File: config.mk
export PLATFORM = sky130hd
export DESIGN_NAME = serial_tx_framer
export DESIGN_NICKNAME = d
export VERILOG_FILES = /design/src/rtl/serial_pkg.sv /design/src/rtl/serial_bit_timer.sv /design/src/rtl/serial_tx_framer.sv
export SDC_FILE = /design/constraint.sdc
export NUM_CORES = 1
export LEC_CHECK = 0
export ABC_AREA = 1
export ABC_CLOCK_PERIOD_IN_PS = 2500
export CORE_AREA = 3 3 40 42
export DETAILED_ROUTE_END_ITERATION = 16
export DIE_AREA = 0 0 43 45
export DONT_BUFFER_PORTS = 1
export GPL_TIMING_DRIVEN = 0
export HOLD_SLACK_MARGIN = 0.06
export PLACE_DENSITY = 0.58
export SLEW_MARGIN = 20
export SYNTH_ARGS = -nofsm -noshare
export SYNTH_HDL_FRONTEND = slang
export SYNTH_HIERARCHICAL = 1
export SYNTH_SLANG_ARGS = --single-unit
File: constraint.sdc
create_clock -name clk -period 2.5 [get_ports clk]
set_input_delay 0.5 -clock clk [delete_from_list [all_inputs] [get_ports clk]]
set_output_delay 0.5 -clock clk [all_outputs]
set_load 0.05 [all_outputs]
File: src/rtl/serial_pkg.sv
// Shared types and line constants for the serial transmit framer.
package serial_pkg;

  typedef enum logic [2:0] {
    IDLE   = 3'd0,
    START  = 3'd1,
    DATA   = 3'd2,
    PARITY = 3'd3,
    STOP   = 3'd4
  } state_e;

  localparam logic START_BIT  = 1'b0;
  localparam logic STOP_BIT   = 1'b1;
  localparam logic IDLE_LEVEL = 1'b1;

  // Counter width for a modulo-n count, never narrower than one bit.
  function automatic int cnt_w(input int n);
    return (n > 1) ? $clog2(n) : 1;
  endfunction

endpackage

File: src/rtl/serial_bit_timer.sv
// Per-bit clock divider: bit_tick marks the last clock of each serial bit.
module serial_bit_timer
  import serial_pkg::*;
#(
  parameter int CLKS_PER_BIT = 1
) (
  input  logic clk,
  input  logic rst,
  input  logic clr,
  output logic bit_tick
);

  localparam int CW = cnt_w(CLKS_PER_BIT);

  logic [CW-1:0] clk_cnt_q;
  logic [CW-1:0] clk_cnt_d;

  assign bit_tick = (clk_cnt_q == CW'(CLKS_PER_BIT - 1));

  // Wrap on the last clock of a bit; with one clock per bit the count stays at zero.
  always_comb begin
    if (clr || bit_tick) begin
      clk_cnt_d = '0;
    end else begin
      clk_cnt_d = clk_cnt_q + CW'(1);
    end
  end

  always_ff @(posedge clk) begin
    if (rst) begin
      clk_cnt_q <= '0;
    end else begin
      clk_cnt_q <= clk_cnt_d;
    end
  end

endmodule

File: src/rtl/serial_tx_framer.sv
// Parallel-to-serial frame transmitter: start, data, optional parity, stop.
// Define SERIAL_TX_FRAMER_PARITY_EN to insert an even-parity bit before stop.
module serial_tx_framer
  import serial_pkg::*;
#(
  parameter int DATA_W       = 4,
  parameter int CLKS_PER_BIT = 1,
  parameter bit MSB_FIRST    = 1'b1
) (
  input  logic              clk,
  input  logic              rst,
  input  logic              in_valid,
  output logic              in_ready,
  input  logic [DATA_W-1:0] in_data,
  output logic              serial_out,
  output logic              busy,
  output logic              frame_done
);

  localparam int BW = cnt_w(DATA_W);

  state_e            state_q, state_d;
  logic [DATA_W-1:0] shift_q, shift_d, shift_adv_s;
  logic [BW-1:0]     bit_cnt_q, bit_cnt_d;
  logic              serial_q, serial_d;
  logic              bit_tick_s, accept_s, last_bit_s, head_s, adv_head_s, idle_s;

  assign idle_s = (state_q == IDLE);

  serial_bit_timer #(.CLKS_PER_BIT(CLKS_PER_BIT)) u_timer (
    .clk      (clk),
    .rst      (rst),
    .clr      (idle_s),
    .bit_tick (bit_tick_s)
  );

  assign in_ready    = !rst && (idle_s || (state_q == STOP && bit_tick_s));
  assign accept_s    = in_valid && in_ready;
  assign last_bit_s  = (bit_cnt_q == BW'(DATA_W - 1));
  // The bit on the line is always the head of the shift register.
  assign shift_adv_s = MSB_FIRST ? (shift_q << 1) : (shift_q >> 1);
  assign head_s      = MSB_FIRST ? shift_q[DATA_W-1] : shift_q[0];
  assign adv_head_s  = MSB_FIRST ? shift_adv_s[DATA_W-1] : shift_adv_s[0];
  assign busy        = !idle_s;
  assign frame_done  = (state_q == STOP) && bit_tick_s;
  assign serial_out  = serial_q;

`ifdef SERIAL_TX_FRAMER_PARITY_EN
  logic parity_q;

  // Even parity is taken over the whole word at capture time.
  always_ff @(posedge clk) begin
    if (rst) begin
      parity_q <= 1'b0;
    end else if (accept_s) begin
      parity_q <= ^in_data;
    end else begin
      parity_q <= parity_q;
    end
  end
`endif

  // State and datapath registers.
  always_ff @(posedge clk) begin
    if (rst) begin
      state_q   <= IDLE;
      shift_q   <= '0;
      bit_cnt_q <= '0;
      serial_q  <= IDLE_LEVEL;
    end else begin
      state_q   <= state_d;
      shift_q   <= shift_d;
      bit_cnt_q <= bit_cnt_d;
      serial_q  <= serial_d;
    end
  end

  // Next-state logic.
  always_comb begin
    state_d = state_q;
    case (state_q)
      IDLE:  state_d = accept_s ? START : IDLE;
      START: state_d = bit_tick_s ? DATA : START;
      DATA: begin
        if (bit_tick_s && last_bit_s) begin
`ifdef SERIAL_TX_FRAMER_PARITY_EN
          state_d = PARITY;
`else
          state_d = STOP;
`endif
        end else begin
          state_d = DATA;
        end
      end
`ifdef SERIAL_TX_FRAMER_PARITY_EN
      PARITY: state_d = bit_tick_s ? STOP : PARITY;
`endif
      STOP: begin
        if (bit_tick_s) begin
          state_d = accept_s ? START : IDLE;
        end else begin
          state_d = STOP;
        end
      end
      default: state_d = IDLE;
    endcase
  end

  // Output and datapath next values, keyed on the state being entered.
  always_comb begin
    shift_d   = shift_q;
    bit_cnt_d = bit_cnt_q;
    serial_d  = IDLE_LEVEL;
    if (accept_s) begin
      shift_d = in_data;
    end else if (state_q == DATA && bit_tick_s) begin
      shift_d = shift_adv_s;
    end else begin
      shift_d = shift_q;
    end
    if (state_q == DATA && bit_tick_s) begin
      bit_cnt_d = last_bit_s ? '0 : bit_cnt_q + BW'(1);
    end else begin
      bit_cnt_d = bit_cnt_q;
    end
    case (state_d)
      IDLE:  serial_d = IDLE_LEVEL;
      START: serial_d = START_BIT;
      DATA: begin
        if (state_q != DATA) begin
          serial_d = head_s;
        end else if (bit_tick_s) begin
          serial_d = adv_head_s;
        end else begin
          serial_d = serial_q;
        end
      end
`ifdef SERIAL_TX_FRAMER_PARITY_EN
      PARITY: serial_d = parity_q;
`endif
      STOP:    serial_d = STOP_BIT;
      default: serial_d = IDLE_LEVEL;
    endcase
  end

endmodule

Yosys cells after proc, flatten, opt, wreduce, memory -nomap -nowiden
Index checks and enable logic that the tools add are counted.
{"block": "totals", "input_bits": 7, "elab_cells": 39, "output_inout_bits": 4, "ff_bits": 11}
{"block": "op_classes", "muxes": 11, "addsub": 2, "bitwise": 1, "eq_ne": 8, "reduce_logical": 12}
{"cell": "case mux 3 bit (4 select lines)", "count": 1}
{"cell": "two-way mux 4 bit", "count": 2}
{"cell": "== test 3 x 1 -> 1 bit (second input constant)", "count": 2}
{"cell": "== test 3 x 2 -> 1 bit (second input constant)", "count": 2}
{"cell": "two-way mux 3 bit", "count": 2}
{"cell": "logical AND 1 bit", "count": 5}
{"cell": "two-way mux 2 bit", "count": 2}
{"cell": "== test 3 bit (second input constant)", "count": 1}
{"cell": "logical NOT 3 bit", "count": 1}
{"cell": "two-way mux 1 bit", "count": 3}
{"cell": "!= test 3 x 2 -> 1 bit (second input constant)", "count": 1}
{"cell": "!= test 3 bit (second input constant)", "count": 1}
{"cell": "adder 2 x 1 -> 2 bit (second input constant)", "count": 1}
{"cell": "== test 2 bit (second input constant)", "count": 1}
{"cell": "logical NOT 1 bit", "count": 2}
{"cell": "logical OR 1 bit", "count": 2}
{"cell": "case mux 1 bit (2 select lines)", "count": 1}
{"cell": "nonzero test 2 bit", "count": 1}
{"cell": "OR reduction 2 bit", "count": 1}
{"cell": "adder 1 bit (second input constant)", "count": 1}
{"cell": "inverter 1 bit", "count": 1}

Logic depth before layout (Yosys ltp)
{"block": "depth", "depth_word": 10, "depth_mapped": 10, "ltp_nobuf": 9}

Cells and area by module
Netlist, hierarchy kept.
{"module": "serial_tx_framer", "cells_each": 84, "area_each_um2": 584.3, "n_inst": 1}
{"module": "serial_bit_timer", "cells_each": 3, "area_each_um2": 27.5, "n_inst": 1}

Least setup slack after synthesis
No wires, ideal clock.
{"block": "synth_path", "kind": "register to output", "start": "register u_timer.clk_cnt_q", "end": "output port frame_done", "path_slack_ns": 0.783, "path_stages_with_launch": 5, "path_buffers": 1, "arrival_ns": 1.217, "t_required_ns": 2.000, "cell_sequence": "dfxtp_1 -> inv_1 -> buf_2 -> inv_1 -> nor2_1"}
{"block": "synth_via", "elab_chain_cells": 2}
{"item": "from (decl)", "line": "serial_bit_timer.sv:15", "source": "logic [CW-1:0] clk_cnt_q;"}
{"item": "from (signal assigned)", "line": "serial_bit_timer.sv:33", "source": "clk_cnt_q <= clk_cnt_d;"}
{"item": "inverter 1 bit", "line": "serial_bit_timer.sv:18", "source": "assign bit_tick = (clk_cnt_q == CW'(CLKS_PER_BIT - 1));"}
{"item": "named net bit_tick_s", "line": "serial_tx_framer.sv:26", "source": "logic bit_tick_s, accept_s, last_bit_s, head_s, adv_head_s, idle_s;"}
{"item": "logical AND 1 bit", "line": "serial_tx_framer.sv:45", "source": "assign frame_done = (state_q == STOP) && bit_tick_s;"}
{"item": "to (decl)", "line": "serial_tx_framer.sv:17", "source": "output logic frame_done"}
The timed path passes the listed nets, and every way through them passes these cells.

Final worst setup path
{"block": "layout_path", "start": "register state_q[1]", "end": "output port frame_done"}
{"block": "layout_via", "elab_chain_cells": 2}
{"item": "from (decl)", "line": "serial_tx_framer.sv:22", "source": "state_e state_q, state_d;"}
{"item": "from (signal assigned)", "line": "serial_tx_framer.sv:71", "source": "state_q <= state_d;"}
{"item": "== test 3 bit", "line": "serial_tx_framer.sv:45"}
{"item": "logical AND 1 bit", "line": "serial_tx_framer.sv:45"}
Every way passes these cells.

==> flow_summary.json <==
{
  "fmax_mhz": 477,
  "grt_overflow": 0,
  "finalNetCount": 99,
  "via_per_inst": 4.90,
  "post_cts_resized": 0,
  "place_hpwl_um": 844,
  "fin_worst_skew_ps": 8.78,
  "drc_errors": 0,
  "n_antenna_cell": 0,
  "p_leak_nw": 0.303,
  "grt_pass1_wl_mm": 1.97,
  "cts_tree": "built",
  "cts_buffers": 3,
  "cp_slowest_cell": "nor2_1",
  "clk-insertion-delay-late_ps": 270,
  "hold_class": "in -> reg",
  "cp-start-kind": "register",
  "cp.arrival_ps": 1600,
  "firstDrtPassIters": 2,
  "cp_max_fo": 7,
  "drt_wl_total_mm": 1.08,
  "htree_levels": 1,
  "start_util_pct": 47.3,
  "cp_cell_sequence": "nor2_2, nand2_1, nor2_1",
  "crit_buf_inv": 0,
  "max_cap_viol_count": 0,
  "rsz0062_at_grt": "false",
  "slew_headroom_pct": 41.0,
  "clk_pin_slew_ps": 70,
  "fin_area_sq_um": 653,
  "via_count": 514,
  "endpoint_kind": "output port",
  "fillers": 138,
  "die-width_um": 43,
  "path_delay_family": "simple AND/OR/NAND/NOR gates",
  "crit_type": "reg -> out",
  "drive_gt1_share_pct": 21.1,
  "dpl_cell_area_sq_um": 627,
  "synthesis.nets": 94,
  "drt-initial-drc-count": 4,
  "die-area_sq_um": 1940,
  "period_share_pct": 83.8,
  "cts_sinks": 11,
  "hold_violations": 0,
  "pin_count": 11,
  "numPortBuffers": 0,
  "ant_nets": 0,
  "fin_crit_ps": 2100,
  "cts-root-buf": "clkbuf_4",
  "wire_per_inst_um": 10.3,
  "ir_drop_mv": 0.358,
  "grt_pass1_vias": 472,
  "ys_warn_count": 6,
  "area.growth.synth_to_final_pct": 7.41,
  "power_density_nw_per_um2": 574,
  "grt_max_degree": 11,
  "holdBufCountCts": 0,
  "syn-cell-area_sq_um": 608,
  "grt_usage_pct": 13.8,
  "post_cts.repair.setup_buffers": 0,
  "clockBufferDepth": 2,
  "die_y_um": 45,
  "slew_violations": 0,
  "core_sq_um": 1280,
  "syn_avg_cell_area_sq_um": 7.07,
  "antenna_found_initial": 0,
  "cp_data_required_time_ps": 2000,
  "tns_ps": 0,
  "run_status": "complete, no violations",
  "slowest_delay_ps": 680,
  "worstMarginPinSlew_ps": 881,
  "setup_viol": 0,
  "gp_congestion": 0.780,
  "rows": 13,
  "synthCells": 86
}
[sequential cells by signal (all words and copies together), names as in the netlist]
name	flops
bit_cnt_q	2
serial_out	1
shift_q	4
state_q	3
u_timer/clk_cnt_q	1
[path summary, 6_finish.rpt]
| path | slack (ps) | start | cells past startpoint | endpoint |
|---|---|---|---|---|
| setup reg to reg | 990 | state_q[1]$_SDFF_PP0_ | 8 | serial_out$_SDFFE_PP1P_ |
| setup / recovery | 400 | state_q[1]$_SDFF_PP0_ | 3 | frame_done |
| hold reg to reg | 470 | bit_cnt_q[1]$_SDFFE_PP0P_ | 2 | bit_cnt_q[1]$_SDFFE_PP0P_ |
| hold / removal | 380 | in_data[2] | 2 | shift_q[2]$_SDFFE_PP0P_ |
[cell usage in the layout, fill, tap and decap left out]
cell type / instances
conb_1: 1
o211a_1: 1
nand2_4: 1
nand2_2: 2
nor2_1: 8
nand3_4: 1
o21ai_2: 1
inv_1: 10
nor2_2: 2
buf_2: 2
a21oi_2: 2
nor2_4: 2
nand4_1: 3
nand3_1: 11
ha_1: 1
clkinv_1: 1
nand2_1: 18
a21oi_1: 3
dfxtp_1: 11
clkbuf_4: 3
o21ai_1: 2
inv_2: 3
clkbuf_1: 1
[metal layers]
layer  share of wire, %  wire length [um]  track usage [%]  up-vias
li1                   -                 -                -      283
met3                4.8                52             4.78        2
met4               0.83                 9             5.42        0
met5                  0                 0                0        -
met2                 47               502             23.4        9
met1                 48               515             16.1      220
[cell type report]
cell class	count	area, sq um	share of cell area [%]
Sequential cell	11	220	33.7
Tap cell	15	18.8	2.87
Inverter	14	52.6	8.05
Buffer	2	10.0	1.53
Multi-Input combinational cell	59	325	49.8
Clock buffer	4	26.3	4.02
[power by group]
group          leakage [nW]  internal (mW)  switching (mW)
combinational         0.198         0.0185          0.0419
sequential           0.0901          0.184          0.0117
clock                0.0150         0.0617          0.0572
[metrics by stage]
stage               setup slack (ps)  total power [mW]  util, %  hold slack (ps)  instances
global placement                 711             0.260     48.8              462        101
floorplan                        783             0.252        -              449         86
global route                     285             0.395     50.8              390        105
CTS                              392             0.380     50.8              377        105
detailed placement               694             0.261     48.8              463        101
finish                           404             0.375     50.8              383        105
(Power assumes the default switching activity.)
